--- src/rtl/clock_step_ctrl.sv ---
// Core clock-enable and reset sequencer with four modes: run, divide-by-2^N, debounced single-step and halt.
// All outputs are registered. A cpu_ce decision made in cycle n appears in cycle n+1; there is no backpressure.
module clock_step_ctrl #(
  parameter int RST_CYCLES = 16,
  parameter int DEB_CYCLES = 1000,
  parameter int MAX_DIV    = 24
) (
  input  logic        clk,
  input  logic        resetn,
  input  logic [1:0]  mode,
  input  logic [4:0]  div_sel,
  input  logic        step_btn,
  input  logic        soft_rst,
  output logic        cpu_ce,
  output logic        cpu_resetn,
  output logic [31:0] ce_count,
  output logic        hold
);

  localparam logic [0:0] RST_HOLD  = 1'b0;
  localparam logic [0:0] ACTIVE    = 1'b1;
  localparam logic [1:0] MODE_RUN  = 2'b00;
  localparam logic [1:0] MODE_DIV  = 2'b01;
  localparam logic [1:0] MODE_STEP = 2'b10;

  logic [0:0]         state;
  logic [15:0]        hold_cnt;
  logic [MAX_DIV-1:0] presc, presc_next, presc_reload;
  logic               in_div, in_div_next;
  logic [5:0]         div_exp;
  logic               ce_next;
  logic               btn_s1, btn_s2, deb_lvl, deb_prev;
  logic [19:0]        deb_cnt;
  logic               step_evt;

  assign step_evt = deb_lvl & ~deb_prev;

  always_comb begin
    div_exp      = ({1'b0, div_sel} > 6'(MAX_DIV)) ? 6'(MAX_DIV) : {1'b0, div_sel};
    presc_reload = {MAX_DIV{1'b1}} >> (6'(MAX_DIV) - div_exp);
  end

  // in_div is low on the first divided cycle, so entering the mode always reloads
  always_comb begin
    ce_next     = 1'b0;
    presc_next  = presc;
    in_div_next = 1'b0;
    if (state == ACTIVE) begin
      if (soft_rst) begin
        presc_next = '0;
      end else begin
        case (mode)
          MODE_RUN:  ce_next = 1'b1;
          MODE_DIV: begin
            in_div_next = 1'b1;
            if (!in_div) begin
              presc_next = presc_reload;
            end else if (presc == '0) begin
              ce_next    = 1'b1;
              presc_next = presc_reload;
            end else begin
              presc_next = presc - {{(MAX_DIV-1){1'b0}}, 1'b1};
            end
          end
          MODE_STEP: ce_next = step_evt;
          default:   ce_next = 1'b0;
        endcase
      end
    end
  end

  always_ff @(posedge clk or negedge resetn) begin
    if (!resetn) begin
      btn_s1   <= 1'b0;
      btn_s2   <= 1'b0;
      deb_lvl  <= 1'b0;
      deb_prev <= 1'b0;
      deb_cnt  <= '0;
    end else begin
      btn_s1   <= step_btn;
      btn_s2   <= btn_s1;
      deb_prev <= deb_lvl;
      if (btn_s2 == deb_lvl) begin
        deb_cnt <= '0;
      end else if (deb_cnt == 20'(DEB_CYCLES - 1)) begin
        deb_lvl <= ~deb_lvl;
        deb_cnt <= '0;
      end else begin
        deb_cnt <= deb_cnt + 20'd1;
      end
    end
  end

  always_ff @(posedge clk or negedge resetn) begin
    if (!resetn) begin
      state      <= RST_HOLD;
      hold_cnt   <= 16'(RST_CYCLES);
      cpu_ce     <= 1'b0;
      cpu_resetn <= 1'b0;
      hold       <= 1'b1;
      ce_count   <= '0;
      presc      <= '0;
      in_div     <= 1'b0;
    end else begin
      cpu_ce   <= ce_next;
      presc    <= presc_next;
      in_div   <= in_div_next;
      ce_count <= ce_count + {31'd0, cpu_ce};
      case (state)
        RST_HOLD: begin
          hold_cnt <= hold_cnt - 16'd1;
          if (hold_cnt == 16'd1) begin
            state      <= ACTIVE;
            cpu_resetn <= 1'b1;
            hold       <= 1'b0;
          end
        end
        default: begin
          if (soft_rst) begin
            state      <= RST_HOLD;
            hold_cnt   <= 16'(RST_CYCLES);
            cpu_resetn <= 1'b0;
            hold       <= 1'b1;
            ce_count   <= '0;
          end
        end
      endcase
    end
  end

endmodule

--- config.mk ---
export PLATFORM = sky130hd
export DESIGN_NAME = clock_step_ctrl
export DESIGN_NICKNAME = d
export VERILOG_FILES = /design/src/rtl/clock_step_ctrl.sv
export SDC_FILE = /design/constraint.sdc
export NUM_CORES = 1
export LEC_CHECK = 0
export ABC_CLOCK_PERIOD_IN_PS = 1890
export CAP_MARGIN = 20
export CELL_PAD_IN_SITES_DETAIL_PLACEMENT = 0
export CELL_PAD_IN_SITES_GLOBAL_PLACEMENT = 1
export CORE_ASPECT_RATIO = 1.4
export CORE_MARGIN = 2
export CORE_UTILIZATION = 35
export DETAILED_ROUTE_END_ITERATION = 10
export DONT_BUFFER_PORTS = 1
export PLACE_DENSITY = 0.68
export SETUP_SLACK_MARGIN = 0.05
export SYNTH_ARGS = -nofsm -noshare
export SYNTH_HDL_FRONTEND = slang
export SYNTH_SLANG_ARGS = --single-unit
--- constraint.sdc ---
create_clock -name clk -period 1.89 [get_ports clk]
set_input_delay 0.378 -clock clk [delete_from_list [all_inputs] [get_ports clk]]
set_output_delay 0.378 -clock clk [all_outputs]
set_load 0.03 [all_outputs]
[After elaboration in Yosys (flattened, before gate mapping)]
Index checks and enable logic that the tools add are counted.
Cells by class
  $add $sub $neg: 5
  $mul: 0
  div/mod/pow operators: 0
  order comparisons: 1
  equality and inequality tests: 6
  shifts and indexed selects: 1
  multiplexer cells: 28
  bitwise logic cells: 4
  reduce and logical (&&, ||, !) cells: 7
Operators with widths (number)
  $mux W24: 4
  $mux W32: 2
  $mux W20: 2
  $add A32 B1 Y32: 1
  $mux W16: 2
  $logic_not A24 Y1: 1
  $shr A24 B6 Y24 const A: 1
  $sub A24 B1 Y24 const B: 1
  $add A20 B1 Y20 const B: 1
  $eq A20 B10 Y1 const B: 1
  $eq A16 B1 Y1 const B: 1
  $mux W1: 16
  $sub A16 B1 Y16 const B: 1
  $reduce_and A2 Y1: 3
  $sub A5 B5 Y6 const A: 1
  $gt A5 B5 Y1 const B: 1
  $mux W5: 1
  $reduce_bool A2 Y1: 2
  $not A1 Y1: 3
  $pmux W1 S3: 1
  $eq A2 B1 Y1 const B: 1
  $eq A2 B2 Y1 const B: 1
  $logic_not A2 Y1: 1
  $ne A2 B2 Y1 const B: 1
  other kinds (2): 2
Word-level totals
  register bits after elaboration: 101
  bits in latches: 0
  RAM bits: 0
  ROM bits: 0
  output and inout port bits: 35
  logic and storage cells: 65
  memories: 0

[Longest topological paths before layout]
  word-level depth: 8
  depth in mapped cells: 9
  gate-level depth less buffers: 8

[Worst setup path before layout]
Ideal clock, no wire load.
  path kind: register to register
  start point: register ce_count[0]
  end point: register ce_count[28]
  setup time: 132 ps
  arrival: 2045 ps
  data required time: 1758 ps
  setup slack: -287 ps
  cell stages (with the launch flop): 9
  buffers on the path: 1
  cell sequence: dfrtp_1 -> ha_1 -> ha_1 -> and4_1 -> nand4_1 -> clkbuf_1 -> nor4_1 -> xnor2_1 -> nor2_1
On the way
  word-level cells in the longest chain between the ends: 3
Ends and longest elaborated chain
  start: declaration: RTL line 16  | output logic [31:0] ce_count,
  start signal: assignment: RTL line 108  | ce_count <= ce_count + {31'd0, cpu_ce};
  $add A32 B1 Y32 *: RTL line 108
  $mux W32: RTL line 119  | if (soft_rst) begin
  $mux W32 *: RTL line 109  | case (state)
Every way passes the cells marked *; elsewhere a longest branch is shown, timed or not.
A chain may end at the register's enable or synchronous reset.

[Worst setup path after layout]
  start point: register state
  end point: register hold_cnt[11]
On the way
  word-level cells in the longest chain between the ends: 1
  elaborated cells on any way between the ends: 2
  those cells by class: eq/ne (1); mux (1)
Ends and longest elaborated chain
  start: declaration: RTL line 26  | logic [0:0] state;
  start signal: assignment: RTL line 96  | state <= RST_HOLD;
  start signal: assignment: RTL line 113  | state <= ACTIVE;
  start signal: assignment: RTL line 120  | state <= RST_HOLD;
  $ne A2 B2 Y1 (no line) or $mux W16 (tied branches)
  end signal: assignment: RTL line 97  | hold_cnt <= 16'(RST_CYCLES);
  end signal: assignment: RTL line 111  | hold_cnt <= hold_cnt - 16'd1;
  end signal: assignment: RTL line 121  | hold_cnt <= 16'(RST_CYCLES);
  end: declaration: RTL line 27  | logic [15:0] hold_cnt;
Parallel ways exist; a longest one is shown, timed or not.

==> metrics <==
synthesized area=0.00552 mm2; status=finished, violations left; Max-Cap Viols=0; Worst Setup Start Kind=flip-flop; cell with the most instances after synthesis=dfrtp_1; maximum vdd drop=451 uV; vias in the first global route=5057; DRT antenna net count=0; combinational share of power=40.2%; asr flop ratio synth=100%; Post-Synthesis Cells=582; net switching power=0.00316 W; clk root buf=clkbuf_16; Die Span Y=153 um; Clk pwr share=23.7%; crit-path leading delay family=simple AND/OR/NAND/NOR gates; Hold Vio Cnt, Final=101; sequential share of power=36.1%; post-synthesis cell type count=65; Worst Path Required=2.10 ns; Tmin final=2.06 ns; global route total overflow=0; internal power=0.00546 W; worst-margin pin slew=0.493 ns; RSZ-0062 raised after global routing=yes; share of the synthesized area in the top cell type=44.9%; Max Fclk=486 MHz; Top cell by count, worst path=or3_4; Seq/Total Area, Yosys=45.9%; I/O pins=46; Synth Register Bits=101; yosys warns=0; syn nets=601; setup slack after layout=-0.169 ns; Final period util=109%; share of layout cells above drive strength 1=36.0%; Detailed Routing Iterations Pass 1=4; Slew HR=67.0%; Inst Count DP=866; row count=54; Total Wirelength=15.2 mm; Setup Crit Path Kind=flip-flop to flip-flop; Syn-to-layout area delta=38.8%; LEAKAGE=3.29 nW; Main synth FF type=dfrtp_1; Starting DRT DRC Count=210; Post-synth EDFFs=0; Vias=4937; Switching Share=36.6%; Hold Slack=-0.273 ns; Slew Viols, Final=0; GRT Total Usage=18.4%; via-per-instance ratio=5.43; slowest cell on the critical path=dfrtp_1; worst path bufs/invs=1; largest net degree at the start of global routing=102; Starting Density=35.5%; gp weighted congestion=0.819; CTS Sinks=101; Clock Pin Slew Worst Setup and Hold Paths=0.07 ns; Die X=110 um; post-synthesis average cell area=9.48 um2; failing checks=hold timing, setup timing; top post-synthesis cells by count=dfrtp_1 (99), nor2_1 (73), nand2_1 (57), nand3_1 (40), xnor2_1 (37); core area=0.0155 mm2; CTS H-tree lvls=3; CP max stage delay=0.38 ns; Pwr Density=1130 mW/mm2; PortBufs=0; worst path cell trace=or3_4 -> or3_4 -> or3_4 -> buf_6 -> o311ai_4 -> o41ai_2; ant diodes=0; Worst EP arrival=2.27 ns; Hold WC Path Type=primary input to async pin; CP endpoint kind=flip-flop; final setup vio count=28; dominant cells by area after synthesis=dfrtp_1 (45%), xnor2_1 (5.9%), nor2_1 (5.0%), nand2_1 (3.9%), nand3_1 (3.6%); remaining routing DRC violations=0; wire per inst=16.7 um; global-route wire length before repair=24.7 mm; largest area contributor in the netlist=dfrtp_1; DP Wirelength=10.0 mm; CTS tree=done; CTS max path bufs=2; nets@finish=727; TritonCTS Buffers=9; final setup TNS=-2.76 ns; final non-filler cell total=909; die footprint=0.0168 mm2; Worst Skew=0.00768 ns; clk_lat worst skew=0.35 ns; CP max FO=7; initial antenna violation count=0
repair_timing:
item | in CTS | in global routing
endpoints found under the setup margin | 60 | 69
hold endpoints to repair | 101 | 101
setup buffers | 15 | 9
gates resized for setup | 56 | 55
pin swaps | 35 | 31
gates cloned | 5 | 0
per-stage QoR:
| step | setup WS (ns) | hold WS [ns] | power, W | util [%] | cell area, um2 |
|---|---|---|---|---|---|
| 2_1_floorplan | -0.0931 | 0.0824 | 0.00480 | - | 5680 |
| 3_3_place_gp | -0.122 | 0.0854 | 0.00588 | 42.7 | 6640 |
| 3_5_place_dp | -0.156 | 0.0874 | 0.00596 | 42.7 | 6640 |
| 4_1_cts | -0.159 | -0.291 | 0.00839 | 47.5 | 7380 |
| 5_1_grt | -0.225 | -0.292 | 0.00912 | 49.3 | 7660 |
| 6_report | -0.169 | -0.273 | 0.00862 | 49.3 | 7660 |
flip-flops by register name (all words and copies together) (netlist names):
register,cells
hold_cnt,16
deb_lvl,1
in_div,1
state,1
cpu_ce,1
presc,24
cpu_resetn,1
btn_s2,1
deb_cnt,20
deb_prev,1
btn_s1,1
ce_count,32
hold,1
layout by cell type (no fill, tap or decap), types with 5 or more instances in the layout:
cell / instances
xor2_1: 14
nand3_2: 8
or3_1: 9
nand4_1: 12
o211ai_1: 13
and2_1: 6
nor3_1: 15
nor2_1: 56
or4_1: 5
nor4_4: 13
buf_4: 117
o21ai_1: 9
nand3_1: 31
o21ai_0: 14
dfrtp_2: 14
a21oi_1: 9
dfrtp_1: 85
xnor2_1: 37
o31ai_1: 5
inv_1: 13
clkbuf_16: 9
nand2_1: 54
nor2_2: 15
nor4_1: 5
ha_1: 6
buf_6: 15
a32o_1: 7
and4_1: 5
path summary, 6_finish.rpt:
| check | to | start | depth (start not counted) | slack (ns) |
|---|---|---|---|---|
| worst max-delay path | hold_cnt[11]$_DFFE_PN0P_ | state$_DFF_PN0_ | 6 | -0.17 |
| worst min-delay path | cpu_resetn$_DFFE_PN0P_ | resetn | 0 | -0.27 |
| worst max register to register | hold_cnt[11]$_DFFE_PN0P_ | state$_DFF_PN0_ | 6 | -0.17 |
| worst min register to register | btn_s2$_DFF_PN0_ | btn_s1$_DFF_PN0_ | 0 | 0.35 |
| max in group asynchronous | hold_cnt[4]$_DFFE_PN1P_ | resetn | 0 | 1.96 |
| min in group clk | btn_s1$_DFF_PN0_ | step_btn | 0 | 0.06 |
final cells by class:
cell class                 instances  area, um2
clock inverter                     5       81.3
multi-input combinational        448       3410
inverter                          14       52.6
timing repair buffer             134       1080
tap                              196        245
sequential                       101       2550
fill                            1460       7880
clock buffer                      11        243
cells by family (layout without fill, tap and decap cells):
group                      after synthesis  in the layout  share of synthesized area (%)
AOI/OAI and AO/OA                       99             99                           13.7
xor gates and xnor gates                51             51                           8.10
adders and majority gates                8              8                           1.81
buffers and inverters                   36            164                           2.88
DFF                                    101            101                           45.9
muxes                                    5              5                          0.930
and+or+nand+nor                        282            285                           26.7
routing by layer:
layer / wire (um) / track usage [%] / up-vias
li1: - / - / 2376
met1: 6260 / 21.8 / 2467
met2: 8080 / 32.4 / 81
met3: 666 / 3.21 / 13
met4: 164 / 6.90 / 0
met5: 0 / 0 / -
power groups by stage:
| stage | clock (W) | sequential [W] | combinational [W] |
|---|---|---|---|
| 6_report | 0.00204 | 0.00311 | 0.00347 |
| 4_1_cts | 0.00208 | 0.00309 | 0.00322 |
| 2_1_floorplan | 0 | 0.00339 | 0.00141 |
| 5_1_grt | 0.00218 | 0.00317 | 0.00378 |
| 3_5_place_dp | 0 | 0.00309 | 0.00287 |
| 3_3_place_gp | 0 | 0.00307 | 0.00281 |
Power figures use the tool's default switching activity.
